## src/rtl/tlul_cmd_host_pkg.sv

```systemverilog
// rtl/tlul_cmd_host_pkg.sv - response codes, FSM states and constants for tlul_cmd_host
package tlul_cmd_host_pkg;

  typedef enum logic [2:0] {
    ErrOk       = 3'd0,
    ErrBus      = 3'd1,
    ErrProto    = 3'd2,
    ErrTimeout  = 3'd3,
    ErrMisalign = 3'd4
  } err_e;

  typedef enum logic [1:0] {
    StIdle,
    StReq,
    StWait,
    StRsp
  } state_e;

  localparam logic [1:0] SizeWord = 2'd2;

endpackage

```

## src/rtl/tlul_pkg.sv

```systemverilog
// rtl/tlul_pkg.sv - TL-UL channel types, opcodes and instruction-type encodings
package tlul_pkg;

  localparam logic [2:0] PutFullData    = 3'h0;
  localparam logic [2:0] PutPartialData = 3'h1;
  localparam logic [2:0] Get            = 3'h4;

  localparam logic [2:0] AccessAck      = 3'h0;
  localparam logic [2:0] AccessAckData  = 3'h1;

  localparam logic [3:0] MuBi4False     = 4'h9;

  typedef struct packed {
    logic [3:0] instr_type;
    logic [6:0] cmd_intg;
    logic [6:0] data_intg;
  } tl_a_user_t;

  typedef struct packed {
    logic        a_valid;
    logic [2:0]  a_opcode;
    logic [2:0]  a_param;
    logic [1:0]  a_size;
    logic [7:0]  a_source;
    logic [31:0] a_address;
    logic [3:0]  a_mask;
    logic [31:0] a_data;
    tl_a_user_t  a_user;
    logic        d_ready;
  } tl_h2d_t;

  typedef struct packed {
    logic        d_valid;
    logic [2:0]  d_opcode;
    logic [2:0]  d_param;
    logic [1:0]  d_size;
    logic [7:0]  d_source;
    logic        d_sink;
    logic [31:0] d_data;
    logic        d_error;
    logic        a_ready;
  } tl_d2h_t;

endpackage

```

## src/rtl/tlul_cmd_intg_gen.sv

```systemverilog
// rtl/tlul_cmd_intg_gen.sv - fills A-channel command and data integrity into a_user
module tlul_cmd_intg_gen
  import tlul_pkg::*;
(
  input  tl_h2d_t tl_i,
  output tl_h2d_t tl_o
);

  // Seven-bit folded parity, inverted so an all-zero beat never carries all-zero integrity.
  logic [48:0] cmd_bits;
  logic [34:0] data_bits;
  logic [6:0]  cmd_intg;
  logic [6:0]  data_intg;

  assign cmd_bits  = {6'b0, tl_i.a_user.instr_type, tl_i.a_address, tl_i.a_opcode, tl_i.a_mask};
  assign data_bits = {3'b0, tl_i.a_data};

  assign cmd_intg  = ~(cmd_bits[6:0] ^ cmd_bits[13:7] ^ cmd_bits[20:14] ^ cmd_bits[27:21] ^
                       cmd_bits[34:28] ^ cmd_bits[41:35] ^ cmd_bits[48:42]);
  assign data_intg = ~(data_bits[6:0] ^ data_bits[13:7] ^ data_bits[20:14] ^
                       data_bits[27:21] ^ data_bits[34:28]);

  always_comb begin
    tl_o = tl_i;
    tl_o.a_user.cmd_intg  = cmd_intg;
    tl_o.a_user.data_intg = data_intg;
  end

endmodule

```

## src/rtl/tlul_cmd_host.sv

```systemverilog
// rtl/tlul_cmd_host.sv - single-outstanding TL-UL initiator driven by a valid/ready command port
module tlul_cmd_host
  import tlul_pkg::*;
  import tlul_cmd_host_pkg::*;
#(
  parameter logic [7:0]  SourceId      = 8'h00,
  parameter int unsigned TimeoutCycles = 1024,
  parameter int unsigned CntW          = 16
) (
  input  logic        clk_i,
  input  logic        rst_ni,
  input  logic        cmd_valid_i,
  output logic        cmd_ready_o,
  input  logic        cmd_write_i,
  input  logic [31:0] cmd_addr_i,
  input  logic [31:0] cmd_wdata_i,
  input  logic [3:0]  cmd_be_i,
  output logic        rsp_valid_o,
  input  logic        rsp_ready_i,
  output logic [31:0] rsp_rdata_o,
  output logic [2:0]  rsp_err_o,
  output logic        busy_o,
  output tl_h2d_t     tl_o,
  input  tl_d2h_t     tl_i
);

  localparam logic [CntW-1:0] CntLast = CntW'((TimeoutCycles == 0) ? 0 : TimeoutCycles - 1);

  state_e          state_q, state_d;
  err_e            err_q, err_d;
  logic [31:0]     rdata_q, rdata_d;
  logic [CntW-1:0] cnt_q, cnt_d;
  logic            write_q;
  logic [31:0]     addr_q, wdata_q;
  logic [3:0]      be_q;
  logic            cmd_hs, timeout, d_proto, a_valid, d_ready;
  logic [2:0]      exp_d_op;
  tl_h2d_t         tl_pre;
  logic            unused_d;

  assign unused_d = ^{tl_i.d_param, tl_i.d_size, tl_i.d_sink};

  // Reset gates ready so no command is taken while the block is held in reset.
  assign cmd_ready_o = rst_ni & (state_q == StIdle);
  assign cmd_hs      = cmd_valid_i & cmd_ready_o;
  assign rsp_valid_o = (state_q == StRsp);
  assign rsp_rdata_o = rdata_q;
  assign rsp_err_o   = err_q;
  assign busy_o      = (state_q != StIdle);

  assign exp_d_op = write_q ? AccessAck : AccessAckData;
  assign d_proto  = (tl_i.d_source != SourceId) | (tl_i.d_opcode != exp_d_op);
  assign timeout  = (TimeoutCycles != 0) && (cnt_q == CntLast);

  always_comb begin
    state_d = state_q;
    err_d   = err_q;
    rdata_d = rdata_q;
    cnt_d   = cnt_q;
    a_valid = 1'b0;
    d_ready = 1'b0;
    unique case (state_q)
      StIdle: begin
        // Always ready here so responses arriving after a timeout are drained.
        d_ready = 1'b1;
        if (cmd_hs) begin
          if (cmd_addr_i[1:0] != 2'b00) begin
            state_d = StRsp;
            err_d   = ErrMisalign;
            rdata_d = '0;
          end else begin
            state_d = StReq;
            cnt_d   = '0;
          end
        end
      end
      StReq, StWait: begin
        a_valid = (state_q == StReq);
        d_ready = 1'b1;
        cnt_d   = cnt_q + CntW'(1);
        // A response wins over a timeout expiring in the same cycle.
        if (tl_i.d_valid) begin
          state_d = StRsp;
          if (d_proto) begin
            err_d   = ErrProto;
            rdata_d = '0;
          end else if (tl_i.d_error) begin
            err_d   = ErrBus;
            rdata_d = '0;
          end else begin
            err_d   = ErrOk;
            rdata_d = write_q ? '0 : tl_i.d_data;
          end
        end else if (timeout) begin
          state_d = StRsp;
          err_d   = ErrTimeout;
          rdata_d = '0;
        end else if ((state_q == StReq) && tl_i.a_ready) begin
          state_d = StWait;
        end
      end
      StRsp: begin
        if (rsp_ready_i) state_d = StIdle;
      end
      default: state_d = StIdle;
    endcase
  end

  always_ff @(posedge clk_i or negedge rst_ni) begin
    if (!rst_ni) begin
      state_q <= StIdle;
      err_q   <= ErrOk;
      rdata_q <= '0;
      cnt_q   <= '0;
      write_q <= 1'b0;
      addr_q  <= '0;
      wdata_q <= '0;
      be_q    <= '0;
    end else begin
      state_q <= state_d;
      err_q   <= err_d;
      rdata_q <= rdata_d;
      cnt_q   <= cnt_d;
      if (cmd_hs) begin
        write_q <= cmd_write_i;
        addr_q  <= cmd_addr_i;
        wdata_q <= cmd_wdata_i;
        be_q    <= cmd_be_i;
      end
    end
  end

  always_comb begin
    tl_pre           = '0;
    tl_pre.a_valid   = a_valid;
    tl_pre.a_opcode  = !write_q ? Get : ((be_q == 4'hF) ? PutFullData : PutPartialData);
    tl_pre.a_size    = SizeWord;
    tl_pre.a_source  = SourceId;
    tl_pre.a_address = addr_q;
    tl_pre.a_mask    = write_q ? be_q : 4'hF;
    tl_pre.a_data    = write_q ? wdata_q : '0;
    tl_pre.a_user.instr_type = MuBi4False;
    tl_pre.d_ready   = d_ready;
  end

  tlul_cmd_intg_gen u_intg_gen (
    .tl_i (tl_pre),
    .tl_o (tl_o)
  );

endmodule

```

## config.mk

```make
export PLATFORM = sky130hd
export DESIGN_NAME = tlul_cmd_host
export DESIGN_NICKNAME = d
export VERILOG_FILES = /design/src/rtl/tlul_cmd_host_pkg.sv /design/src/rtl/tlul_pkg.sv /design/src/rtl/tlul_cmd_intg_gen.sv /design/src/rtl/tlul_cmd_host.sv
export SDC_FILE = /design/constraint.sdc
export NUM_CORES = 1
export LEC_CHECK = 0
export CAP_MARGIN = 20
export CORE_MARGIN = 1.5
export CORE_UTILIZATION = 32
export DETAILED_ROUTE_END_ITERATION = 6
export PLACE_DENSITY = 0.68
export SLEW_MARGIN = 0
export SYNTH_ARGS = -nofsm -noshare
export SYNTH_HDL_FRONTEND = slang
export SYNTH_SLANG_ARGS = --single-unit
```

## constraint.sdc

```tcl
create_clock -name clk_i -period 1.85 [get_ports clk_i]
set_clock_uncertainty 0.05 [all_clocks]
set_input_delay 0.37 -clock clk_i [delete_from_list [all_inputs] [get_ports clk_i]]
set_output_delay 0.37 -clock clk_i [all_outputs]
set_load 0.01 [all_outputs]
```

==> results of run 1 <==
cells in the final DEF, fill, tap and decap left out, drive strengths merged, types with 4 or more instances in the layout:
master / instances
nor2: 4
dlymetal6s2s: 5
nand4: 33
and2: 34
buf: 154
nand3: 10
mux2i: 35
inv: 47
conb: 18
nor4: 4
or4: 9
and3: 4
dfrtp: 122
nand2b: 5
nand2: 225
dlygate4sd2: 25
clkbuf: 32
o31ai: 9
ha: 6
xor2: 5
clkdlybuf4s50: 154
xnor2: 52
a21oi: 16
logic make-up after synthesis:
group / share of synthesized area [%]
other: 0.117
AOI/OAI and AO/OA: 3.83
buffers and inverters: 8.35
muxes: 5.97
DFF: 47.5
xor gates and xnor gates: 7.76
and+or+nand+nor: 25.3
adders and majority gates: 1.17
state kept, by name (all words and copies together) (netlist names):
| signal | flops |
|---|---|
| state_q | 2 |
| write_q | 1 |
| addr_q | 32 |
| be_q | 4 |
| rsp_rdata_o | 32 |
| rsp_err_o | 3 |
| wdata_q | 32 |
| cnt_q | 16 |
timing repair:
| action | 4_1_cts | 5_1_grt |
|---|---|---|
| resized for setup | 206 | 199 |
| setup buffers | 15 | 11 |
| endpoints found under the setup margin | 184 | 119 |
| pin swaps | 36 | 36 |
| cloned | 3 | 5 |
final timing paths:
check	startpoint	endpoint	slack, ns	depth (start not counted)
worst max-delay path	wdata_q[3]	tl_o[4]	-0.19	5
worst min-delay path	rst_ni	addr_q[10]	-0.005	2
worst max register to register	state_q[1]	cnt_q[11]	0.01	6
worst min register to register	rsp_rdata_o[16]	rsp_rdata_o[16]	0.47	2
max in group asynchronous	rst_ni	wdata_q[27]	1.39	2
min in group clk_i	cmd_addr_i[15]	addr_q[15]	0.42	3
metrics by stage:
| stage | instances | area, µm² |
|---|---|---|
| CTS | 1302 | 10500 |
| floorplan | 721 | 6500 |
| global route | 1313 | 11000 |
| detailed placement | 1253 | 9640 |
| global placement | 1253 | 9640 |
| finish | 1313 | 11000 |
layer usage:
layer	GRT usage [%]	wire (µm)	vias up
li1	-	-	2918
met1	22.8	8490	2794
met2	31.1	9920	163
met3	6.12	1280	10
met4	5.10	172	0
met5	0	0	-
layout make-up:
class | instances | share of cell area [%]
inverters | 43 | 1.47
flip-flops and latches | 122 | 27.8
clock inverters | 13 | 1.51
multi-input cells | 498 | 31.2
clock buffers | 18 | 3.91
repair buffers | 354 | 31.1
well taps | 265 | 3.02
where the power goes:
group	internal, mW	switching, mW
Combinational	6.49	5.21
Sequential	3.55	0.830
Clock	2.12	1.28
==> results.json, run 1 <==
{
  "status": "finished, violations left",
  "violations": "negative hold slack, negative setup slack",
  "clk_pin_slew_ns": 0.06,
  "async_flop_share_pct": 100,
  "syn_inst": 705,
  "antenna_found_initial": 0,
  "drive_gt1_share_pct": 28.8,
  "start_util_pct": 32.8,
  "drc": 0,
  "worstMarginPinSlew_ns": 0.787,
  "arrival_ns": 1.62,
  "drt-pass1-iter-count": 4,
  "hpwl_um": 13100,
  "grt_pass1_vias": 5906,
  "track_usage_pct": 18.6,
  "finalSetupViolations": 31,
  "min_path_type": "in -> async",
  "wl_per_cell_um": 15.1,
  "htree_levels": 4,
  "slowest_stage": "dfrtp_1",
  "peakVddDrop_mv": 1.01,
  "overflow": 0,
  "die_y_um": 145,
  "clock_latency_ns": 0.42,
  "seq_area_um2": 3050,
  "grt_first_pass_wirelength_um": 30500,
  "clock_path_buffers": 2,
  "ys_top_cells_by_count": "225 x nand2_1, 122 x dfrtp_1, 52 x xnor2_1, 42 x inv_1, 35 x mux2i_1",
  "dieWidth_um": 145,
  "cts_tree": "done",
  "ys_seq_area_share_pct": 47.5,
  "fmax_ghz": 0.491,
  "tns_ns": -1.95,
  "fin_crit_ns": 2.04,
  "cp_num_buf_inv": 1,
  "holdWs_ns": -0.00546,
  "setup_slack_ns": -0.185,
  "pin_count": 267,
  "slew_headroom_pct": 47.5,
  "cts_sinks": 122,
  "post-route-period-util_pct": 110,
  "path_max_fanout": 2,
  "synth_top_cell_area_share_pct": 47.5,
  "synth_area_leader_cell": "dfrtp_1",
  "multiInputGateArea_um2": 3430,
  "crit_family": "XOR/XNOR gates",
  "drv_cap": 0,
  "initialDrtViolationCount": 256,
  "ys_ff_latch": 122,
  "ys_types": 51,
  "synth_edf_count": 0,
  "power_per_cell_area_nw_per_um2": 1770,
  "required_ns": 1.43,
  "fin_util_pct": 56.1,
  "startpoint_type": "register",
  "io_buffers": 242,
  "leakagePower_nw": 5.19,
  "gp_congestion": 0.799,
  "root_buffer": "clkbuf_16",
  "yosysWarningCount": 0,
  "grt_max_degree": 90,
  "wirelength_um": 19900,
  "netlist_area_um2": 6430,
  "cts_made_buffers": 17,
  "vias_per_cell": 4.48,
  "coreArea_um2": 19600,
  "hold_buffers": 0,
  "n_fill_cell": 1746,
  "end_kind": "primary output",
  "rsz0062_at_grt": "true",
  "dp_worst_setup_slack_ns": -0.264,
  "finalHoldViolCount": 9,
  "syn_to_final_growth_pct": 70.9,
  "die-area_um2": 21000,
  "vias": 5885,
  "synth_most_common_cell": "nand2_1",
  "rows": 51,
  "slew_violations": 0,
  "antenna_cells": 0,
  "cp_cell_sequence": "xnor2_2 -> xnor2_4 -> xnor2_1 -> nand2_1 -> buf_2",
  "nets": 1167,
  "max_stage_delay_ns": 0.41,
  "power_mw": 19.5,
  "crit_type": "reg -> out",
  "ant_nets": 0,
  "yosys-top-cells-area": "dfrtp_1 47%, nand2_1 13%, xnor2_1 7.1%",
  "synth_flop_cell": "dfrtp_1",
  "syn_area_per_cell_um2": 9.12
}
Note: power is estimated with default switching activity, not from simulation.
==> run 2: changes to the inputs <==
--- a/config.mk
+++ b/config.mk
@@ -11,6 +11,7 @@
 export DETAILED_ROUTE_END_ITERATION = 6
-export PLACE_DENSITY = 0.68
-export SLEW_MARGIN = 0
+export PLACE_DENSITY = 0.67
+export SLEW_MARGIN = 20
 export SYNTH_ARGS = -nofsm -noshare
 export SYNTH_HDL_FRONTEND = slang
+export SYNTH_HIERARCHICAL = 1
 export SYNTH_SLANG_ARGS = --single-unit
==> constraint.sdc (replaced) <==
create_clock -name clk_i -period 1.85 [get_ports clk_i]
set_clock_uncertainty 0.05 [all_clocks]
set_input_delay 0.2775 -clock clk_i [delete_from_list [all_inputs] [get_ports clk_i]]
set_output_delay 0.2775 -clock clk_i [all_outputs]
set_load 0.01 [all_outputs]
==> results.json, run 2 <==
{
  "worst_r2r_endpoint": "rsp_err_o[1]",
  "track_usage_pct": 17.6,
  "grt_max_degree": 91,
  "max_stage_delay_ns": 0.42,
  "final_cell_mix": "221 x nand2_1, 180 x clkdlybuf4s50_1, 120 x dfrtp_1, 58 x buf_4, 49 x buf_6",
  "end_kind": "primary output",
  "yosys-top-cells-area": "dfrtp_1 43%, nand2_1 12%, buf_4 10%",
  "io_buffers": 242,
  "n_fill_cell": 2006,
  "gp_congestion": 0.772,
  "cts_made_buffers": 17,
  "die-area_um2": 23100,
  "finalHoldViolCount": 0,
  "clk_pin_slew_ns": 0.06,
  "holdWs_ns": 0.334,
  "arrival_ns": 1.93,
  "drive_gt1_share_pct": 27.6,
  "wirelength_um": 20800,
  "syn_area_per_cell_um2": 9.19,
  "grt_first_pass_wirelength_um": 32300,
  "wl_per_cell_um": 15.7,
  "dieWidth_um": 152,
  "leakagePower_nw": 5.20,
  "synth_top_cell_area_share_pct": 43.1,
  "cp_cell_sequence": "buf_6 -> buf_16 -> and2_4 -> xnor3_1 -> xnor2_2 -> buf_2",
  "rows": 54,
  "drc": 0,
  "synth_most_common_cell": "nand2_1",
  "setup_slack_ns": -0.410,
  "coreArea_um2": 21800,
  "required_ns": 1.52,
  "startpoint_type": "register",
  "ys_top_cells_by_count": "221 x nand2_1, 122 x dfrtp_1, 94 x buf_4, 40 x inv_1, 35 x mux2i_1",
  "fmax_ghz": 0.442,
  "ys_seq_area_share_pct": 43.1,
  "root_buffer": "clkbuf_16",
  "yosysWarningCount": 6,
  "ys_types": 53,
  "reg2regPathDepth": 10,
  "status": "finished, violations left",
  "antenna_cells": 0,
  "vias_per_cell": 4.50,
  "hold_end": "addr_q[17]",
  "cp_num_buf_inv": 3,
  "r2r-start": "write_q",
  "reg2reg_slack_ns": -0.23,
  "die_y_um": 152,
  "antenna_found_initial": 2,
  "start_util_pct": 32.6,
  "violations": "negative setup slack",
  "dp_worst_setup_slack_ns": -0.373,
  "vias": 5953,
  "peakVddDrop_mv": 1.03,
  "netlist_area_um2": 7090,
  "syn_inst": 771,
  "path_max_fanout": 6,
  "post-route-period-util_pct": 122,
  "min_path_type": "in -> reg",
  "power_per_cell_area_nw_per_um2": 1680,
  "fin_crit_ns": 2.26,
  "crit_family": "XOR/XNOR gates",
  "slew_violations": 0,
  "pin_count": 267,
  "finalSetupViolations": 60,
  "rsz0062_at_grt": "true",
  "nets": 1162,
  "synth_flop_cell": "dfrtp_1",
  "synth_edf_count": 0,
  "min_path_cells": 3,
  "initialDrtViolationCount": 175,
  "overflow": 0,
  "holdCritStartpoint": "cmd_addr_i[17]",
  "cts_sinks": 122,
  "slowest_stage": "dfrtp_2",
  "ant_nets": 0,
  "grt_pass1_vias": 5892,
  "syn_to_final_growth_pct": 58.1,
  "clock_latency_ns": 0.41,
  "crit_cells": 6,
  "ys_ff_latch": 122,
  "cts_tree": "done",
  "htree_levels": 4,
  "hpwl_um": 13700,
  "async_flop_share_pct": 100,
  "final_common_cell": "nand2_1",
  "synth_area_leader_cell": "dfrtp_1",
  "clock_path_buffers": 2,
  "drv_cap": 0,
  "crit_type": "reg -> out",
  "drt-pass1-iter-count": 4
}
[run 2: cell types whose count changed in the layout (fill, tap and decap cells not counted), sizes merged, moves of 5 or more]
cell / change
dlygate4sd2: -21
o21ai: +6
clkdlybuf4s50: +26
buf: -12
conb: +5
xnor3: +12
xnor2: -22
[run 2: worst max path at each step]
stage | startpoint | endpoint | slack [ns]
2_1_floorplan | state_q[0] | rsp_rdata_o[0] | -0.03
3_3_place_gp | write_q | tl_o[3] | -0.34
3_5_place_dp | write_q | tl_o[3] | -0.37
4_1_cts | write_q | tl_o[3] | -0.44
5_1_grt | write_q | tl_o[3] | -0.49
6_report | write_q | tl_o[3] | -0.41
[run 2: logic make-up (layout without fill, tap and decap cells)]
kind of cell,after synthesis,in the layout,share of synthesized area [%]
compound gates,43,44,4.24
buf+inv,168,419,14.7
flops,122,122,43.1
fa+ha+maj,6,6,1.06
mux,36,36,5.10
other cells,2,23,0.106
simple gates,344,344,23.2
xor+xnor,50,50,8.51
[run 2: power by group]
group / switching [mW] / leakage [nW] / total (mW) / internal, mW
combinational: 4.92 / 3.34 / 11.5 / 6.56
clock: 1.33 / 0.273 / 3.21 / 1.87
sequential: 0.625 / 1.58 / 4.10 / 3.48
total: 6.88 / 5.20 / 18.8 / 11.9
[run 2: worst min-delay path, delay by kind of cell]
kind	cells	cell delay (ns)
buf+inv	1	0.39
simple gates	2	0.10
[run 2: layout make-up]
type | instances | area (µm²) | share of cell area, %
Clock buffer | 17 | 425 | 3.79
Clock inverter | 15 | 140 | 1.25
Sequential cell | 122 | 3060 | 27.3
Multi-Input combinational cell | 503 | 3560 | 31.8
Timing Repair Buffer | 347 | 3530 | 31.5
Tap cell | 280 | 350 | 3.12
Inverter | 40 | 153 | 1.36
[run 2: per-layer routing]
layer  up-vias  share of wire (%)  GRT usage [%]  routed length [µm]
met5         -              0.062              0                  13
met4         2                1.0           4.39                 210
met3        17                6.0           5.56                1240
met2       162                 49           29.2               10200
met1      2854                 44           22.3                9140
li1       2918                  -              -                   -
[run 2: through the flow]
step | instances | TNS, ns | util, % | instance area [µm²] | power (mW)
floorplan | 792 | -1.04 | - | 7250 | 10.4
global placement | 1257 | -14.03 | 44.8 | 9750 | 14.1
detailed placement | 1257 | -14.88 | 44.8 | 9750 | 14.2
CTS | 1315 | -8.54 | 50.2 | 10900 | 18.5
global route | 1324 | -16.77 | 51.5 | 11200 | 20.0
finish | 1324 | -11.11 | 51.5 | 11200 | 18.8
[run 2: what timing repair did]
| action | 4_1_cts | 5_1_grt |
|---|---|---|
| buffers inserted | 19 | 13 |
| hold buffers | 1 | 0 |
| pin swaps | 40 | 62 |
| setup endpoints to repair | 91 | 141 |
| endpoints found under the hold margin | 122 | 0 |
| gates resized for setup | 295 | 75 |
| cloned | 8 | 3 |
==> run 3: changes to the inputs <==
CORE_UTILIZATION = 27   (was 32)
PLACE_DENSITY = 0.58   (was 0.67)
==> results.json, run 3 (synthesis results as in run 2) <==
{
  "crit_type": "reg -> out",
  "slowest_stage": "dfrtp_2",
  "start_util_pct": 27.4,
  "cts_sinks": 122,
  "initialDrtViolationCount": 237,
  "fin_crit_ns": 2.33,
  "cp_cell_sequence": "buf_12 -> buf_16 -> and2_4 -> xnor3_1 -> xnor2_2 -> buf_2",
  "cts_made_buffers": 17,
  "io_buffers": 242,
  "pin_count": 267,
  "final_common_cell": "nand2_1",
  "grt_max_degree": 69,
  "drv_cap": 0,
  "slew_headroom_pct": 62.3,
  "tns_ns": -10.99,
  "final_cell_mix": "220 x nand2_1, 179 x clkdlybuf4s50_1, 121 x dfrtp_1, 78 x buf_4, 47 x buf_6",
  "die-area_um2": 27200,
  "fmax_ghz": 0.429,
  "status": "finished, violations left",
  "cp_num_buf_inv": 3,
  "drt-pass1-iter-count": 4,
  "nets": 1178,
  "wirelength_um": 21600,
  "fin_util_pct": 44.1,
  "antenna_found_initial": 0,
  "layout.cells.non_filler": 1395,
  "coreArea_um2": 25900,
  "setup_slack_ns": -0.482,
  "rows": 59,
  "max_stage_delay_ns": 0.45,
  "arrival_ns": 2.00,
  "hpwl_um": 14600,
  "root_buffer": "clkbuf_16",
  "dp_worst_setup_slack_ns": -0.356,
  "clock_latency_ns": 0.42,
  "drive_gt1_share_pct": 27.8,
  "holdWs_ns": 0.328,
  "min_path_type": "in -> reg",
  "gp_congestion": 0.755,
  "drc": 0,
  "worstMarginPinSlew_ns": 0.566,
  "vias": 6069,
  "end_kind": "primary output",
  "required_ns": 1.52,
  "startpoint_type": "register",
  "grt_first_pass_wirelength_um": 32600,
  "finalHoldViolCount": 0,
  "peakVddDrop_mv": 0.952,
  "power_per_cell_area_nw_per_um2": 1670,
  "path_max_fanout": 6,
  "antenna_cells": 0,
  "vias_per_cell": 4.35,
  "dieWidth_um": 165,
  "violations": "negative setup slack",
  "clk_pin_slew_ns": 0.06,
  "place_inst": 1324,
  "wl_per_cell_um": 15.5,
  "placed_cell_area_um2": 9940,
  "clock_path_buffers": 2,
  "cts_tree": "done",
  "leakagePower_nw": 5.31,
  "power_mw": 19.1,
  "ant_nets": 0,
  "finalSetupViolations": 69,
  "slew_violations": 0,
  "overflow": 0,
  "rsz0062_at_grt": "true",
  "crit_family": "XOR/XNOR gates",
  "syn_to_final_growth_pct": 61.1,
  "final_cell_area_um2": 11400,
  "post-route-period-util_pct": 126,
  "grt_pass1_vias": 6005,
  "track_usage_pct": 15.4,
  "htree_levels": 4,
  "die_y_um": 165
}
[run 3: area by class of cell]
class                   count  area [µm²]
fillers                  2498       14500
multi-input cells         505        3530
clock inverters            13         240
repair buffers            361        3580
clock buffers              19         443
inverters                  40         153
well taps                 335         419
flip-flops and latches    122        3050
[run 3: metal layers]
metal	track usage, %	routed length [µm]	share of wire, %
met1	19.9	9440	44
met2	25.2	10500	49
met3	4.29	1380	6.4
met4	3.81	299	1.4
met5	0	0	0
[run 3: report_power, final]
group          internal [mW]  total, mW  switching [mW]
clock network           2.58       3.92            1.34
registers               3.48       4.12           0.647
logic                   6.19       11.0            4.85
total                   12.2       19.1            6.83
[run 3: final timing paths]
check	startpoint	to	slack, ns	cells past startpoint
worst max-delay path	write_q	tl_o[1]	-0.48	6
worst min register to register	wdata_q[24]	wdata_q[24]	0.42	2
min in group asynchronous	rst_ni	rsp_err_o[2]	0.44	3
max in group asynchronous	rst_ni	write_q	0.29	4
worst min-delay path	cmd_addr_i[9]	addr_q[9]	0.33	3
worst max register to register	write_q	rsp_rdata_o[12]	-0.20	9
[run 3: what timing repair did]
action                                  CTS  global route
hold buffers                              1             0
gates resized for setup                 251            85
gates cloned                              7             4
endpoints found under the setup margin   68           148
hold endpoints to repair                 88             0
buffers inserted                         20            13
pin swaps                                46            38
[run 3: worst register-to-register path: stages, from the launching register on]
cell,delay (ns)
dfrtp_2,0.45
buf_12,0.16
buf_16,0.14
buf_6,0.11
buf_6,0.12
xor2_2,0.13
and4_4,0.38
buf_6,0.17
nand4_1,0.09
mux2i_1,0.16
